<file path="config.mk">
export PLATFORM = sky130hd
export DESIGN_NAME = bilinear_coord_generator
export DESIGN_NICKNAME = d
export VERILOG_FILES = /design/src/rtl/bilinear_coord_generator.sv
export SDC_FILE = /design/constraint.sdc
export NUM_CORES = 1
export LEC_CHECK = 0
export CAP_MARGIN = 30
export CORE_ASPECT_RATIO = 0.75
export CORE_MARGIN = 3
export CORE_UTILIZATION = 55
export DETAILED_ROUTE_END_ITERATION = 10
export PLACE_DENSITY = 0.89
export SLEW_MARGIN = 15
export SYNTH_ARGS = -nofsm -noshare
export SYNTH_HDL_FRONTEND = slang
export SYNTH_SLANG_ARGS = --single-unit
</file>
<file path="constraint.sdc">
create_clock -name clk -period 5.4 [get_ports clk]
set_clock_uncertainty 0.1 [all_clocks]
set_input_delay 0.81 -clock clk [delete_from_list [all_inputs] [get_ports clk]]
set_output_delay 0.81 -clock clk [all_outputs]
set_load 0.1 [all_outputs]
</file>
<file path="src/rtl/bilinear_coord_generator.sv">
// Raster-order destination-to-source coordinate generator for bilinear scaling.
// Emits clamped integer source coordinates and fractional offsets with a valid/ready handshake.
module bilinear_coord_generator #(
    parameter int SCALE_FW = 8,
    parameter int W_BITS   = 12
) (
    input  logic                  clk,
    input  logic                  rst_n,
    input  logic                  i_start,
    input  logic [W_BITS-1:0]     i_src_width,
    input  logic [W_BITS-1:0]     i_src_height,
    input  logic [W_BITS-1:0]     i_dst_width,
    input  logic [W_BITS-1:0]     i_dst_height,
    input  logic [4+SCALE_FW-1:0] i_step_x,
    input  logic [4+SCALE_FW-1:0] i_step_y,
    input  logic                  i_coord_ready,
    output logic                  o_coord_valid,
    output logic [W_BITS-1:0]     o_src_x,
    output logic [W_BITS-1:0]     o_src_y,
    output logic [SCALE_FW-1:0]   o_offset_x,
    output logic [SCALE_FW-1:0]   o_offset_y,
    output logic                  o_line_last,
    output logic                  o_frame_last,
    output logic                  o_busy,
    output logic                  o_frame_done
);

    localparam int STEP_W = 4 + SCALE_FW;
    localparam int ACC_W  = W_BITS + 4 + SCALE_FW;
    localparam int INT_W  = W_BITS + 4;
    localparam int MAP_W  = W_BITS + SCALE_FW;

    typedef enum logic [1:0] {
        S_IDLE,
        S_RUN,
        S_DONE
    } state_t;

    state_t                state_q, state_d;
    logic [W_BITS-1:0]     src_w_q, src_w_d, src_h_q, src_h_d;
    logic [W_BITS-1:0]     dst_w_q, dst_w_d, dst_h_q, dst_h_d;
    logic [STEP_W-1:0]     step_x_q, step_x_d, step_y_q, step_y_d;
    logic [ACC_W-1:0]      acc_x_q, acc_x_d, acc_y_q, acc_y_d;
    logic [W_BITS-1:0]     x_q, x_d, y_q, y_d;
    logic                  valid_q, valid_d;
    logic [W_BITS-1:0]     src_x_q, src_x_d, src_y_q, src_y_d;
    logic [SCALE_FW-1:0]   off_x_q, off_x_d, off_y_q, off_y_d;
    logic                  line_last_q, line_last_d, frame_last_q, frame_last_d;
    logic                  busy_q, busy_d, frame_done_q, frame_done_d;
    logic                  handshake;
    logic [MAP_W-1:0]      map_x, map_y;

    // Integer part at or beyond the last source pixel clamps to the edge with zero offset.
    function automatic logic [MAP_W-1:0] map_axis(input logic [ACC_W-1:0]  acc,
                                                  input logic [W_BITS-1:0] src_size);
        logic [INT_W-1:0]  int_part;
        logic [W_BITS-1:0] last;
        int_part = acc[ACC_W-1:SCALE_FW];
        last     = src_size - W_BITS'(1);
        if (int_part >= INT_W'(last))
            return {last, {SCALE_FW{1'b0}}};
        else
            return {int_part[W_BITS-1:0], acc[SCALE_FW-1:0]};
    endfunction

    assign handshake = valid_q & i_coord_ready;

    // Outputs are derived from next-state values so they register alongside the state.
    always_comb begin
        state_d  = state_q;
        src_w_d  = src_w_q;
        src_h_d  = src_h_q;
        dst_w_d  = dst_w_q;
        dst_h_d  = dst_h_q;
        step_x_d = step_x_q;
        step_y_d = step_y_q;
        acc_x_d  = acc_x_q;
        acc_y_d  = acc_y_q;
        x_d      = x_q;
        y_d      = y_q;

        case (state_q)
            S_IDLE: begin
                if (i_start) begin
                    src_w_d  = i_src_width;
                    src_h_d  = i_src_height;
                    dst_w_d  = i_dst_width;
                    dst_h_d  = i_dst_height;
                    step_x_d = i_step_x;
                    step_y_d = i_step_y;
                    acc_x_d  = '0;
                    acc_y_d  = '0;
                    x_d      = '0;
                    y_d      = '0;
                    if (i_dst_width == '0 || i_dst_height == '0)
                        state_d = S_DONE;
                    else
                        state_d = S_RUN;
                end
            end
            S_RUN: begin
                if (handshake) begin
                    if (frame_last_q) begin
                        state_d = S_DONE;
                    end else if (line_last_q) begin
                        x_d     = '0;
                        acc_x_d = '0;
                        y_d     = y_q + W_BITS'(1);
                        acc_y_d = acc_y_q + ACC_W'(step_y_q);
                    end else begin
                        x_d     = x_q + W_BITS'(1);
                        acc_x_d = acc_x_q + ACC_W'(step_x_q);
                    end
                end
            end
            S_DONE: state_d = S_IDLE;
            default: state_d = S_IDLE;
        endcase

        map_x        = map_axis(acc_x_d, src_w_d);
        map_y        = map_axis(acc_y_d, src_h_d);
        valid_d      = (state_d == S_RUN);
        busy_d       = (state_d != S_IDLE);
        frame_done_d = (state_d == S_DONE);
        src_x_d      = valid_d ? map_x[MAP_W-1:SCALE_FW] : '0;
        off_x_d      = valid_d ? map_x[SCALE_FW-1:0]     : '0;
        src_y_d      = valid_d ? map_y[MAP_W-1:SCALE_FW] : '0;
        off_y_d      = valid_d ? map_y[SCALE_FW-1:0]     : '0;
        line_last_d  = valid_d && (x_d == dst_w_d - W_BITS'(1));
        frame_last_d = line_last_d && (y_d == dst_h_d - W_BITS'(1));
    end

    always_ff @(posedge clk or negedge rst_n) begin
        if (!rst_n) begin
            state_q      <= S_IDLE;
            src_w_q      <= '0;
            src_h_q      <= '0;
            dst_w_q      <= '0;
            dst_h_q      <= '0;
            step_x_q     <= '0;
            step_y_q     <= '0;
            acc_x_q      <= '0;
            acc_y_q      <= '0;
            x_q          <= '0;
            y_q          <= '0;
            valid_q      <= 1'b0;
            src_x_q      <= '0;
            src_y_q      <= '0;
            off_x_q      <= '0;
            off_y_q      <= '0;
            line_last_q  <= 1'b0;
            frame_last_q <= 1'b0;
            busy_q       <= 1'b0;
            frame_done_q <= 1'b0;
        end else begin
            state_q      <= state_d;
            src_w_q      <= src_w_d;
            src_h_q      <= src_h_d;
            dst_w_q      <= dst_w_d;
            dst_h_q      <= dst_h_d;
            step_x_q     <= step_x_d;
            step_y_q     <= step_y_d;
            acc_x_q      <= acc_x_d;
            acc_y_q      <= acc_y_d;
            x_q          <= x_d;
            y_q          <= y_d;
            valid_q      <= valid_d;
            src_x_q      <= src_x_d;
            src_y_q      <= src_y_d;
            off_x_q      <= off_x_d;
            off_y_q      <= off_y_d;
            line_last_q  <= line_last_d;
            frame_last_q <= frame_last_d;
            busy_q       <= busy_d;
            frame_done_q <= frame_done_d;
        end
    end

    assign o_coord_valid = valid_q;
    assign o_src_x       = src_x_q;
    assign o_src_y       = src_y_q;
    assign o_offset_x    = off_x_q;
    assign o_offset_y    = off_y_q;
    assign o_line_last   = line_last_q;
    assign o_frame_last  = frame_last_q;
    assign o_busy        = busy_q;
    assign o_frame_done  = frame_done_q;

endmodule

</file>
==> results by group <==
Status
  • Status: finished, final reports clean

Floorplan
  • Initial standard-cell utilization of the core: 57.2%
  • Floorplan die area: 22,300 sq um
  • Count of pins on the block boundary: 121
  • Die Y-Extent: ~130 um
  • Horizontal extent of the die: 171 um
  • Number of standard-cell rows in the floorplan: 44
  • Core ar.: 19,700 sq um

Global routing
  • Maximum number of pins on one net before global-route repair: 106
  • Wire length of the first global-routing pass: a little under 50,000 um
  • Antenna violations before repair: 0
  • Overflow after GRT: 0
  • Global router's overall resource usage: 27.5%
  • Via count of the first global-routing pass: ~9,500

Logic synthesis
  • Number of synthesized register bits: 191
  • Mux share of post-synthesis cell area: 5.97%
  • Portion of the post-synthesis area used by sequential elements: 42.4%
  • Most frequently used flop master after synthesis: dfrtp_1
  • Arithmetic-cell share of the synthesized area counting full adders, half adders and majority gates: 6.35%
  • Async set or reset register ratio after synthesis: between 90% and 100%
  • Post-synthesis net count: 1,314
  • Post-synth EDFFs: 0
  • Top post-synthesis cells by area: dfrtp_1 (42%), nand2_1 (6.5%), ha_1 (6.0%)
  • Post-synthesis cell area: between 10,000 and 15,000 sq um
  • Avg Cell Area, Syn: 9.53 sq um
  • Largest family of logic cells by synthesized area: simple AND/OR/NAND/NOR gates
  • Gate count after technology mapping: 1,182
  • YS warnings: 0
  • Cell taking the most area after synthesis: dfrtp_1
  • Synth Area in Compound Gates: 13.7%
  • Xor/xnor share of the synthesized area: ~6.2%
  • Number of distinct library cells after synthesis: between 80 and 90
  • Synth top area share: 42.4%
  • Area share of and/or/nand/nor cells after synthesis: between 20% and 30%

Setup path
  • Capturing point of the worst reg2reg path: o_src_x[5]
  • Largest stage delay on the critical path: 410 ps
  • Count of buffer and inverter cells on the critical path: 2
  • Beginning of the worst register-to-register path: step_x_q[0]
  • Max Fanout on Critical Path: 13
  • CP endpoint kind: flip-flop
  • Sort of element at the start of the critical path: flip-flop
  • Cell family with most CP delay: compound AO/OA/AOI/OAI gates
  • Worst-case register-to-register setup slack: 290 ps
  • R2r worst-path depth: 21
  • Critical-path cell with the highest stage delay: a311o_2
  • Critical path cell sequence: ha_1, inv_1, fa_1, nand2b_1, a21oi_1, o21ai_0, a21boi_1, o21a_1, or3_1, nand3_1, and2_1, ha_1, nand2b_1, a21o_1, a211o_1, a211oi_1, o21ai_0, a311o_2, nor4_4, buf_6, mux2i_1
  • Required time at the endpoint of the critical path: 5650 ps
  • Critical path type: flip-flop to flip-flop
  • CP arrival: 5360 ps

Power
  • Cell-internal power: 3.44 mW
  • Switching fraction of total power: around two fifths
  • P per Cell Area: 434 nW/um^2
  • Static leakage power: 6.22 nW
  • Power dissipated by switching net loads: 2.41 mW
  • Share of total power in combinational logic: 44.7%
  • Fraction of power consumed by sequential logic: 33.4%
  • Share of power burned in the clock network: 21.9%
  • Worst-case vdd ir drop: approximately 0.35 mV
  • Power Total: 5.85 mW

Clock tree
  • TritonCTS clock tree: built
  • Clock-pin slew reported for the worst setup and hold paths after clock tree synthesis: 70 ps
  • Root buffer selected by CTS: clkbuf_16
  • Post-CTS Setup Inserts: 0
  • Number of buffers between clock root and the deepest sink: 2
  • Number of buffers added to fix hold violations after cts: 0
  • CTS Buf Count: 17
  • Post-cts sizing count: 0
  • Clock H-tree levels: 4
  • Clock network latency to the later pin of the worst-skew pair: 440 ps
  • Number of clock sinks seen by CTS: around 190

Drt
  • Post-route antenna net violation count: 0
  • Vias post-DR: 9,707
  • Number of iterations in the first detailed-routing pass: 5
  • Total wire length: 30,400 um
  • Residual DRC count: 0
  • Routed wire length per instance: 19.1 um
  • DRC violation total after the first TritonRoute iteration: 970
  • Via density per instance: 6.11

STA
  • Max transition margin: 27.2%
  • Final count of negative-setup-slack endpoints: 0
  • Actual transition at the worst max-transition pin: around 1100 ps
  • Achievable clock frequency: between 0.15 and 0.2 GHz
  • Final hold vios: 0
  • Worst hold slack across all endpoints: 380 ps
  • TNS Setup: 0 ps
  • Setup repair after global routing missed its margin: false
  • Final critical path time including I/O delays and setup: 5110 ps
  • Period utilisation layout: 94.6%
  • Pins over their slew limit: 0

Worst hold path
  • Class of the tightest hold or removal check: input port to asynchronous set/reset pin

Layout
  • Share of post-route cells with drive strength above 1: 8.68%
  • Number of fill cells in the layout: 1,476
  • Number of nets in the finished design: 1,455
  • Area growth from synthesis to layout: 19.7%
  • Top Registers: acc_x_q (24), acc_y_q (24)
  • Antenna diode count: 0

Placement
  • # port buffers: 120
  • Global placer's final weighted congestion: 0.981
  • Estimated wirelength of the detail-placed design: 22,100 um

Run
  • Max Cap Violations: 0
## per-layer routing
layer	global-route usage [%]	part of all wire (%)	up-vias	wire length (um)
li1	-	-	4476	-
met1	37.9	44	4720	13400
met2	43.6	45	445	13700
met3	6.51	8.2	64	2490
met4	8.09	2.4	2	743
met5	1.52	0.14	-	42
## how the worst max path moves through the flow
| stage | start | end | depth (start not counted) |
|---|---|---|---|
| 2_1_floorplan | i_start | o_src_x[11] | 18 |
| 5_1_grt | acc_x_q[0] | o_src_x[5] | 21 |
| 6_report | step_x_q[0] | o_src_x[5] | 21 |
| 3_5_place_dp | i_start | o_src_y[3] | 17 |
| 4_1_cts | step_x_q[0] | o_src_x[5] | 21 |
| 3_3_place_gp | i_start | o_src_y[3] | 15 |
## placed cells by master (no fill, tap or decap), types with 9 or more instances in the layout
cell and instances:
nand2_1 196, dfrtp_1 191, clkdlybuf4s50_1 119, nor2_1 63, inv_1 58, mux2i_1 56, ha_1 54, xnor2_1 52
o21ai_0 48, a21oi_1 43, buf_4 41, nand3_1 35, nor3_1 28, and3_1 24, nand2b_1 22, nand4_1 20
xor2_1 20, and2_1 19, clkbuf_16 17, or3_1 15, a21o_1 11, o31ai_1 10, mux2_2 9, o211ai_1 9
## final cells by class
class	count	area [sq um]	share of cell area, %
clock buffer	21	450	3.34
clock inverter	11	135	1.00
inverter	58	218	1.61
multi-input combinational	892	6050	44.9
sequential	191	4780	35.4
tap	253	317	2.35
timing repair buffer	163	1530	11.4
## power by group through the flow
| stage | clock, mW | sequential [mW] | combinational [mW] |
|---|---|---|---|
| after floorplan | 0 | 2.34 | 1.47 |
| after global placement | 0 | 1.96 | 2.46 |
| after detailed placement | 0 | 1.96 | 2.55 |
| after CTS | 1.28 | 1.95 | 2.58 |
| after global routing | 1.34 | 1.98 | 2.83 |
| final | 1.28 | 1.95 | 2.62 |
## cell usage after synthesis (5+ instances only)
cell and n:
nand4_1 20, and3_1 24, mux2i_1 56, nand2_1 196
ha_1 54, a22o_1 6, a31oi_1 6, nor2_1 63
a211o_1 5, xor2_1 20, nor4_1 8, o41ai_1 6
o21a_1 8, o211a_1 5, a21o_1 11, nand2b_1 22
buf_2 14, mux2_2 9, nor2b_1 6, nand3_1 35
o21ai_0 48, and4_1 6, a211oi_1 6, nor3_1 28
and2_1 19, o211ai_1 9, a21oi_1 43, dfrtp_1 191
o31ai_1 10, o2111ai_1 5, inv_1 58, or3_1 15
nor3b_1 5, or4_1 8, clkbuf_1 16, xnor2_1 52
## stage by stage
| stage | setup slack [ps] | util (%) | std cells | instance area [sq um] |
|---|---|---|---|---|
| global route | 13.2 | 68.4 | 1589 | 13500 |
| finish | 289 | 68.4 | 1589 | 13500 |
| CTS | 269 | 68.4 | 1588 | 13500 |
| detailed placement | 44.1 | 65.4 | 1556 | 12900 |
| floorplan | 427 | - | 1182 | 11300 |
| global placement | 379 | 65.4 | 1556 | 12900 |
## kinds of logic (layout without fill, tap and decap cells)
family          Yosys count  count (layout)
buf+inv                  99             253
simple gates            481             481
mux                      66              66
flops                   191             191
xor+xnor                 75              75
compound gates          214             214
fa+ha+maj                56              56
Note: power is estimated with default switching activity, not from simulation.
